===== src/rtl/cp0_ctrl_pkg.sv =====
// cp0_ctrl_pkg: shared constants for the CP0 exception controller.
//   - exception codes as they appear in Cause.ExcCode
//   - CP0 register numbers used by mtc0/mfc0
//   - SR and Cause field positions
//   - FSM state encoding
//   - EPC computation helper
package cp0_ctrl_pkg;

  localparam logic [4:0] EXC_INT  = 5'd0;
  localparam logic [4:0] EXC_ADEL = 5'd4;
  localparam logic [4:0] EXC_ADES = 5'd5;
  localparam logic [4:0] EXC_RI   = 5'd10;
  localparam logic [4:0] EXC_OV   = 5'd12;
  localparam logic [4:0] EXC_NONE = 5'h1F;

  localparam logic [4:0] CP0_SR    = 5'd12;
  localparam logic [4:0] CP0_CAUSE = 5'd13;
  localparam logic [4:0] CP0_EPC   = 5'd14;
  localparam logic [4:0] CP0_PRID  = 5'd15;

  localparam int SR_IE        = 0;
  localparam int SR_EXL       = 1;
  localparam int SR_IM_LO     = 10;
  localparam int SR_IM_HI     = 15;
  localparam int CAUSE_EXC_LO = 2;
  localparam int CAUSE_EXC_HI = 6;
  localparam int CAUSE_IP_LO  = 10;
  localparam int CAUSE_IP_HI  = 15;
  localparam int CAUSE_BD     = 31;

  typedef enum logic [1:0] {
    ST_RUN    = 2'd0,
    ST_ENTER  = 2'd1,
    ST_RETURN = 2'd2
  } cp0_state_e;

  // A delay-slot instruction restarts at its branch, one word earlier.
  function automatic logic [31:0] exc_epc(input logic [31:0] pc, input logic bd);
    logic [31:0] base;
    base = bd ? (pc - 32'd4) : pc;
    return base & ~32'h3;
  endfunction

endpackage


===== src/rtl/cp0_ctrl_int_sync.sv =====
// int_sync: two-flop synchronizer for the external interrupt lines.
//   clk   : sampling clock
//   rst_n : asynchronous active-low reset, clears both stages
//   d     : asynchronous input lines
//   q     : synchronized lines (second stage)
module int_sync #(
  parameter int W = 6
) (
  input  logic         clk,
  input  logic         rst_n,
  input  logic [W-1:0] d,
  output logic [W-1:0] q
);

  logic [W-1:0] meta_d, meta_q;
  logic [W-1:0] sync_d, sync_q;

  always_comb begin
    meta_d = d;
    sync_d = meta_q;
  end

  always_ff @(posedge clk or negedge rst_n) begin
    if (!rst_n) begin
      meta_q <= '0;
      sync_q <= '0;
    end else begin
      meta_q <= meta_d;
      sync_q <= sync_d;
    end
  end

  assign q = sync_q;

endmodule


===== src/rtl/cp0_ctrl.sv =====
// cp0_ctrl: coprocessor-0 exception controller beside the M stage.
// Merges the M-stage exception code with synchronized interrupts, holds
// SR/Cause/EPC/PRId, and sequences exception entry and eret return.
//   clk, reset      : clock, asynchronous active-low reset
//   ExcCodeM, PCM,
//   BDM, validM,
//   eretM           : M-stage instruction status
//   HWInt           : asynchronous interrupt lines
//   we, A1, A2, DIn : mtc0 write / mfc0 read port
//   DOut            : read data (combinational)
//   excM            : kill M-stage side effects this cycle (combinational)
//   flush, redirect : one-cycle registered pulse after entry/return
//   NPC             : redirect target
//   EPCOut          : current EPC
//
// state     | meaning
// ----------+-----------------------------------------------------
// ST_RUN    | normal operation; requests and mtc0 are evaluated
// ST_ENTER  | flush/redirect to VECTOR; all requests ignored
// ST_RETURN | flush/redirect to EPC; all requests ignored
module cp0_ctrl
  import cp0_ctrl_pkg::*;
#(
  parameter logic [31:0] VECTOR = 32'h0000_4180,
  parameter logic [31:0] PRID   = 32'h4C57_0001
) (
  input  logic        clk,
  input  logic        reset,
  input  logic [6:2]  ExcCodeM,
  input  logic [31:0] PCM,
  input  logic        BDM,
  input  logic        validM,
  input  logic        eretM,
  input  logic [5:0]  HWInt,
  input  logic        we,
  input  logic [4:0]  A1,
  input  logic [4:0]  A2,
  input  logic [31:0] DIn,
  output logic [31:0] DOut,
  output logic        excM,
  output logic        flush,
  output logic        redirect,
  output logic [31:0] NPC,
  output logic [31:0] EPCOut
);

  // The synchronizer's second stage is Cause.IP itself: reloaded every cycle.
  logic [5:0] ip;

  int_sync #(.W(6)) u_int_sync (
    .clk   (clk),
    .rst_n (reset),
    .d     (HWInt),
    .q     (ip)
  );

  cp0_state_e  state_d, state_q;
  logic [5:0]  im_d, im_q;
  logic        exl_d, exl_q;
  logic        ie_d, ie_q;
  logic        bd_d, bd_q;
  logic [4:0]  code_d, code_q;
  logic [31:0] epc_d, epc_q;
  logic        flush_d, flush_q;
  logic        redirect_d, redirect_q;
  logic [31:0] npc_d, npc_q;

  logic in_run, int_req, exc_req;

  always_comb begin
    in_run  = (state_q == ST_RUN);
    int_req = (|(ip & im_q)) & ie_q & ~exl_q & validM;
    exc_req = (ExcCodeM != EXC_NONE) & validM & ~exl_q;
  end

  assign excM = in_run & (int_req | exc_req);

  always_comb begin
    state_d    = ST_RUN;
    im_d       = im_q;
    exl_d      = exl_q;
    ie_d       = ie_q;
    bd_d       = bd_q;
    code_d     = code_q;
    epc_d      = epc_q;
    flush_d    = 1'b0;
    redirect_d = 1'b0;
    npc_d      = npc_q;

    // ENTER/RETURN fall through to RUN with everything held.
    if (in_run) begin
      if (excM) begin
        // Entry overrides a coincident eret or mtc0.
        exl_d      = 1'b1;
        code_d     = int_req ? EXC_INT : ExcCodeM;
        bd_d       = BDM;
        epc_d      = exc_epc(PCM, BDM);
        state_d    = ST_ENTER;
        flush_d    = 1'b1;
        redirect_d = 1'b1;
        npc_d      = VECTOR;
      end else if (eretM && exl_q) begin
        exl_d      = 1'b0;
        state_d    = ST_RETURN;
        flush_d    = 1'b1;
        redirect_d = 1'b1;
        npc_d      = epc_q;
      end else if (we) begin
        case (A2)
          CP0_SR: begin
            im_d  = DIn[SR_IM_HI:SR_IM_LO];
            exl_d = DIn[SR_EXL];
            ie_d  = DIn[SR_IE];
          end
          CP0_EPC: epc_d = DIn & ~32'h3;
          default: ;
        endcase
      end
    end
  end

  always_ff @(posedge clk or negedge reset) begin
    if (!reset) begin
      state_q    <= ST_RUN;
      im_q       <= '0;
      exl_q      <= 1'b0;
      ie_q       <= 1'b0;
      bd_q       <= 1'b0;
      code_q     <= '0;
      epc_q      <= '0;
      flush_q    <= 1'b0;
      redirect_q <= 1'b0;
      npc_q      <= '0;
    end else begin
      state_q    <= state_d;
      im_q       <= im_d;
      exl_q      <= exl_d;
      ie_q       <= ie_d;
      bd_q       <= bd_d;
      code_q     <= code_d;
      epc_q      <= epc_d;
      flush_q    <= flush_d;
      redirect_q <= redirect_d;
      npc_q      <= npc_d;
    end
  end

  always_comb begin
    DOut = '0;
    case (A1)
      CP0_SR: begin
        DOut[SR_IM_HI:SR_IM_LO] = im_q;
        DOut[SR_EXL]            = exl_q;
        DOut[SR_IE]             = ie_q;
      end
      CP0_CAUSE: begin
        DOut[CAUSE_BD]                  = bd_q;
        DOut[CAUSE_IP_HI:CAUSE_IP_LO]   = ip;
        DOut[CAUSE_EXC_HI:CAUSE_EXC_LO] = code_q;
      end
      CP0_EPC:  DOut = epc_q;
      CP0_PRID: DOut = PRID;
      default:  DOut = '0;
    endcase
  end

  assign flush    = flush_q;
  assign redirect = redirect_q;
  assign NPC      = npc_q;
  assign EPCOut   = epc_q;

endmodule


===== config.mk =====
export PLATFORM = sky130hd
export DESIGN_NAME = cp0_ctrl
export DESIGN_NICKNAME = d
export VERILOG_FILES = /design/src/rtl/cp0_ctrl_pkg.sv /design/src/rtl/cp0_ctrl_int_sync.sv /design/src/rtl/cp0_ctrl.sv
export SDC_FILE = /design/constraint.sdc
export NUM_CORES = 1
export LEC_CHECK = 0
export ABC_AREA = 1
export CAP_MARGIN = 40
export CORE_MARGIN = 2
export CORE_UTILIZATION = 48
export CTS_CLUSTER_DIAMETER = 40
export CTS_CLUSTER_SIZE = 8
export DETAILED_ROUTE_END_ITERATION = 8
export HOLD_SLACK_MARGIN = 0.06
export PLACE_DENSITY = 0.84
export SYNTH_ARGS = -nofsm -noshare
export SYNTH_HDL_FRONTEND = slang
export SYNTH_SLANG_ARGS = --single-unit

===== constraint.sdc =====
create_clock -name clk -period 3.4 [get_ports clk]
set_input_delay 0.51 -clock clk [delete_from_list [all_inputs] [get_ports clk]]
set_output_delay 0.51 -clock clk [all_outputs]
set_load 0.02 [all_outputs]

==> Yosys cells after proc, flatten, opt, wreduce, memory -nomap -nowiden <==
Cells that the tools add are included.
{ "op_classes": {"muxes": 24, "n_bitwise": 11, "n_eq_ne": 8, "n_addsub": 1, "n_reduce_logical": 13} }
{ "op_table": {"columns": ["cell", "n"], "rows": [
  ["two-way mux 32 bit", 7],
  ["subtractor 32 x 3 -> 32 bit (second input constant)", 1],
  ["equality test 5 x 4 -> 1 bit (second input constant)", 6],
  ["case mux 15 bit (2 select lines)", 1],
  ["case mux 6 bit (3 select lines)", 1],
  ["case mux 5 bit (2 select lines)", 1],
  ["two-way mux 1 bit", 7],
  ["bitwise AND 1 bit", 6],
  ["bitwise AND 6 bit", 1],
  ["two-way mux 2 bit", 3],
  ["case mux 2 bit (3 select lines)", 1],
  ["nonzero test 2 bit", 3],
  ["nonzero test 3 bit", 2],
  ["OR reduction 6 bit", 1],
  ["two-way mux 5 bit", 1],
  ["inequality test 5 bit (second input constant)", 1],
  ["AND reduction 5 bit", 1],
  ["AND reduction 2 bit", 2],
  ["AND reduction 4 bit", 1],
  ["two-way mux 3 bit", 1],
  ["inverter 1 bit", 3],
  ["AND reduction 3 bit", 1],
  ["logical NOT 2 bit", 1],
  ["inequality test 2 bit (second input constant)", 1],
  ["3 further kinds", 3]
]} }
{ "word_totals": {"regBits": 93, "out_inout_bits": 99, "wordCells": 68, "in_bits": 91} }

==> Depth between registers and ports, before layout <==
{ "logic_depth": {"word_depth": 9, "ltp_mapped": 14, "mapped_depth_nobuf": 14} }

==> By module <==
From an unflattened synthesis, not the netlist that was laid out.
{ "unflattened": {"hier_cells": 668, "area_unflattened_um2": 5014.8} }
{ "by_module_without_submodules": {"columns": ["module", "seq_area_each_um2", "cells_each", "instances", "area_each_um2"], "rows": [
  ["cp0_ctrl", 1926.8, 656, 1, 4714.5],
  ["int_sync", 300.3, 12, 1, 300.3]
]} }

==> Worst setup path after synthesis <==
Ideal clock, no wire load.
{ "synth_path": {"path_type": "input port to output port", "from": "input port A1[4]", "to": "output port DOut[2]", "t_arrival_ns": 1.507, "t_required_ns": 2.890, "setup_slack_ns": 1.383, "stages": 5, "path_cell_list": "inv_1 > nand4_1 > nor2_1 > inv_1 > o21ai_0"} }
{ "synth_between": {"elab_chain_len": 2, "word_cells_on_any_way": 3, "classes_between": "eq/ne: 2; mux: 1"} }
{ "synth_lines": {"columns": ["item", "line_no", "text"], "rows": [
  ["from (decl)", "cp0_ctrl.sv:36", "input logic [4:0] A1,"],
  ["equality test 5 x 4 -> 1 bit", "cp0_ctrl.sv:150", "case (A1)"],
  ["case mux 5 bit (2 select lines) (*)", "cp0_ctrl.sv:150", null],
  ["to (decl)", "cp0_ctrl.sv:39", "output logic [31:0] DOut,"]
]} }
Every way passes the cells marked *; elsewhere a longest branch is shown, timed or not.

==> Worst setup path after layout <==
{ "layout_path": {"from": "input port A1[4]", "to": "output port DOut[0]"} }
{ "layout_between": {"elab_chain_len": 2, "word_cells_on_any_way": 4, "classes_between": "eq/ne: 3; mux: 1"} }
{ "layout_lines": {"columns": ["item", "line_no"], "rows": [
  ["equality test 5 x 4 -> 1 bit", "cp0_ctrl.sv:150"],
  ["case mux 2 bit (3 select lines) (*)", "cp0_ctrl.sv:150"]
]} }
Marked as above.

==> flow_summary.ini <==
[timing]
rsz0062_at_grt = no
tightest_slew_ns = 0.735
fin_tns_setup_ns = 0
min_period_over_period_pct = 90.2
max_freq_mhz = 326
setup_viol = 0
hold_violations = 0
finalMaxSlewViolations = 0
finClkSkew_ns = 0.0173
slew_headroom_pct = 51.0
fin_crit_ns = 3.07

[routing]
detail_route.wl_per_cell_um = 15.1
viasPerCell = 5.10
antenna_left = 0
first_iter_violations = 380
vias = 5071
remaining_drc_errors = 0
firstDrtPassIters = 5
wl_mm = 15.0

[power]
power_leakage_uw = 0.00334
p_int_uw = 2720
p_sw_share_pct = 42.8
pwr-share-seq_pct = 38.3
pwr-share-comb_pct = 47.5
irDropWorstVdd_uv = 291
p_switching_uw = 2030
cellPowerDensity_nw_per_um2 = 676
clkPwrFrac_pct = 14.2

[global_routing]
overflow = 0
antenna_found_initial = 0
grt_max_degree = 78
grt_pass1_vias = 4823
grt_pass1_wl_mm = 24.3
grt_usage_pct = 27.7

[setup_path]
required_ns = 2.89
cp-end-kind = output port
worstPathMaxFanout = 5
critPathMaxStageDelay_ns = 0.67
critPathBufInv = 4
slowest_stage = clkdlybuf4s50_1
crit_chain = clkdlybuf4s50_1, inv_1, nand4_1, nor2_1, inv_1, o21ai_0, clkdlybuf4s50_1
crit_arrival_ns = 2.56
crit_family = buffers and inverters
start_kind = primary input
crit_type = primary input to output port

[synth]
ys_seq_elements = 89
synth_top_area_cell = dfrtp_1
synthArstFlopShare_pct = 100
synth_edf_count = 0
yosysMostFrequentCell = nand2_1
synth_cells = 678
synthTopCellsByCount = nand2_1 (268), dfrtp_1 (89), nand3_1 (56), nor2_1 (55), inv_1 (53)
syn_area_um2 = 4950
synth_cell_types = 34
ys.flop_type = dfrtp_1
yosysTopAreaCellShare_pct = 44.9
syn_avg_cell_area_um2 = 7.31
ys_top_cells_by_area = dfrtp_1 (45%), nand2_1 (20%), nand3_1 (5.7%)
ys_seq_area_share_pct = 44.9
synth_warnings = 0

[clocking]
cts.sinks = 89
root_buffer = clkbuf_8
insertion_delay_ns = 0.37
clk_path_buf_depth = 2
htreeDepth = 3
cts_tree = done
cts_buffers = 9
cts_setup_buffers = 0
ctsResizeCount = 0
clkTransAtPathRegs_ns = 0.08
cts_hold_buf = 0

[job]
cap_violations = 0

[placed_design]
gp_congestion = 0.950
place_area_um2 = 6840
hpwl_mm = 11.5
io_buffer_count = 183

[floorplan]
start_util_pct = 48.6
core.rowCount = 37
die_h_um = 106
io_pins = 190
die_w_um = 106
fp.dieArea_um2 = 11200
coreArea_um2 = 10200

[layout]
layout.nets = 946
area_delta_synth_final_pct = 41.8
final_cell_area_um2 = 7020
diodes = 0
drive_above_1_share_pct = 6.75

[worst_hold_path]
min_path_type = primary input to asynchronous set/reset pin

[run_status]
status = completed
[cell families (layout without fill, tap and decap cells)]
kind of cell	count (synthesis)	in the layout	share of synthesized area, %
compound gates	64	64	6.94
flops	89	89	44.9
other cells	1	4	0.0757
xor+xnor	21	21	3.71
fa+ha+maj	1	1	0.252
buf+inv	92	270	8.71
simple gates	410	410	35.4
[final cells by class]
type	instances	area, um^2
Inverter	61	234
Clock inverter	5	30.0
Multi-Input combinational cell	500	2310
Sequential cell	89	2230
Clock buffer	11	151
Timing Repair Buffer	193	1900
Tap cell	136	170
Fill cell	857	3160
[worst reg2reg max path, cell delays in order, from the launching register on]
cell and delay (ns):
dfrtp_1 0.39, inv_1 0.09, o21ai_1 0.07, nor2_1 0.11, nand2_1 0.07, nand2_2 0.13
nand2_2 0.08, nand2_4 0.07, buf_4 0.58, nand2_1 0.45, nand2_1 0.15, o21ai_1 0.09
[flip-flops by register name, summed over array words and instances, names as in the netlist]
| register | flops |
|---|---|
| EPCOut | 30 |
| NPC | 30 |
| bd_q | 1 |
| code_q | 5 |
| exl_q | 1 |
| ie_q | 1 |
| im_q | 6 |
| redirect | 1 |
| state_q | 2 |
| u_int_sync.meta_q | 6 |
| u_int_sync.q | 6 |
[through the flow]
stage | total power [uW] | hold slack (ns) | cells | util (%) | setup slack (ns)
floorplan | 3010 | 0.214 | 681 | - | 1.38
global placement | 4000 | 0.335 | 979 | 67.2 | 0.508
detailed placement | 4080 | 0.336 | 979 | 67.2 | 0.409
CTS | 4750 | 0.203 | 995 | 69.0 | 0.391
global route | 5040 | 0.234 | 995 | 69.0 | 0.302
finish | 4750 | 0.179 | 995 | 69.0 | 0.332
[path summary, 6_finish.rpt]
| check | slack, ns | from | depth (start not counted) | to |
|---|---|---|---|---|
| worst max-delay path | 0.33 | A1[4] | 7 | DOut[0] |
| worst min-delay path | 0.18 | reset | 1 | code_q[1] |
| worst max register to register | 0.99 | im_q[2] | 11 | im_q[1] |
| worst min register to register | 0.36 | u_int_sync.meta_q[0] | 0 | u_int_sync.q[0] |
| max in group asynchronous | 2.47 | reset | 2 | EPCOut[13] |
| min in group clk | 0.36 | u_int_sync.meta_q[0] | 0 | u_int_sync.q[0] |
[power by group through the flow]
stage | clock network, uW | logic [uW] | registers [uW]
floorplan | 0 | 929 | 2080
global placement | 0 | 2190 | 1810
detailed placement | 0 | 2250 | 1830
CTS | 678 | 2260 | 1810
global route | 729 | 2460 | 1850
finish | 675 | 2250 | 1820
[layout by cell type (no fill, tap or decap), drive strengths merged]
master           n
a21oi            2
a22o             1
and2             1
buf             11
clkbuf          11
clkdlybuf4s50  182
clkinv           3
clkinvlp         2
conb             4
dfrtp           89
ha               1
inv             61
nand2          275
nand3           58
nand3b           1
nand4            4
nor2            66
nor3             2
nor4             2
o21ai           56
o21bai           2
o221ai           3
or2              1
xnor2           11
xor2            10
[metal layers]
layer	GRT usage, %	up-vias	wire, um
li1	-	2464	-
met2	46.7	242	7410
met3	3.96	24	989
met5	0	-	0
met4	8.27	0	225
met1	37.3	2341	6410
(Power assumes the default switching activity.)
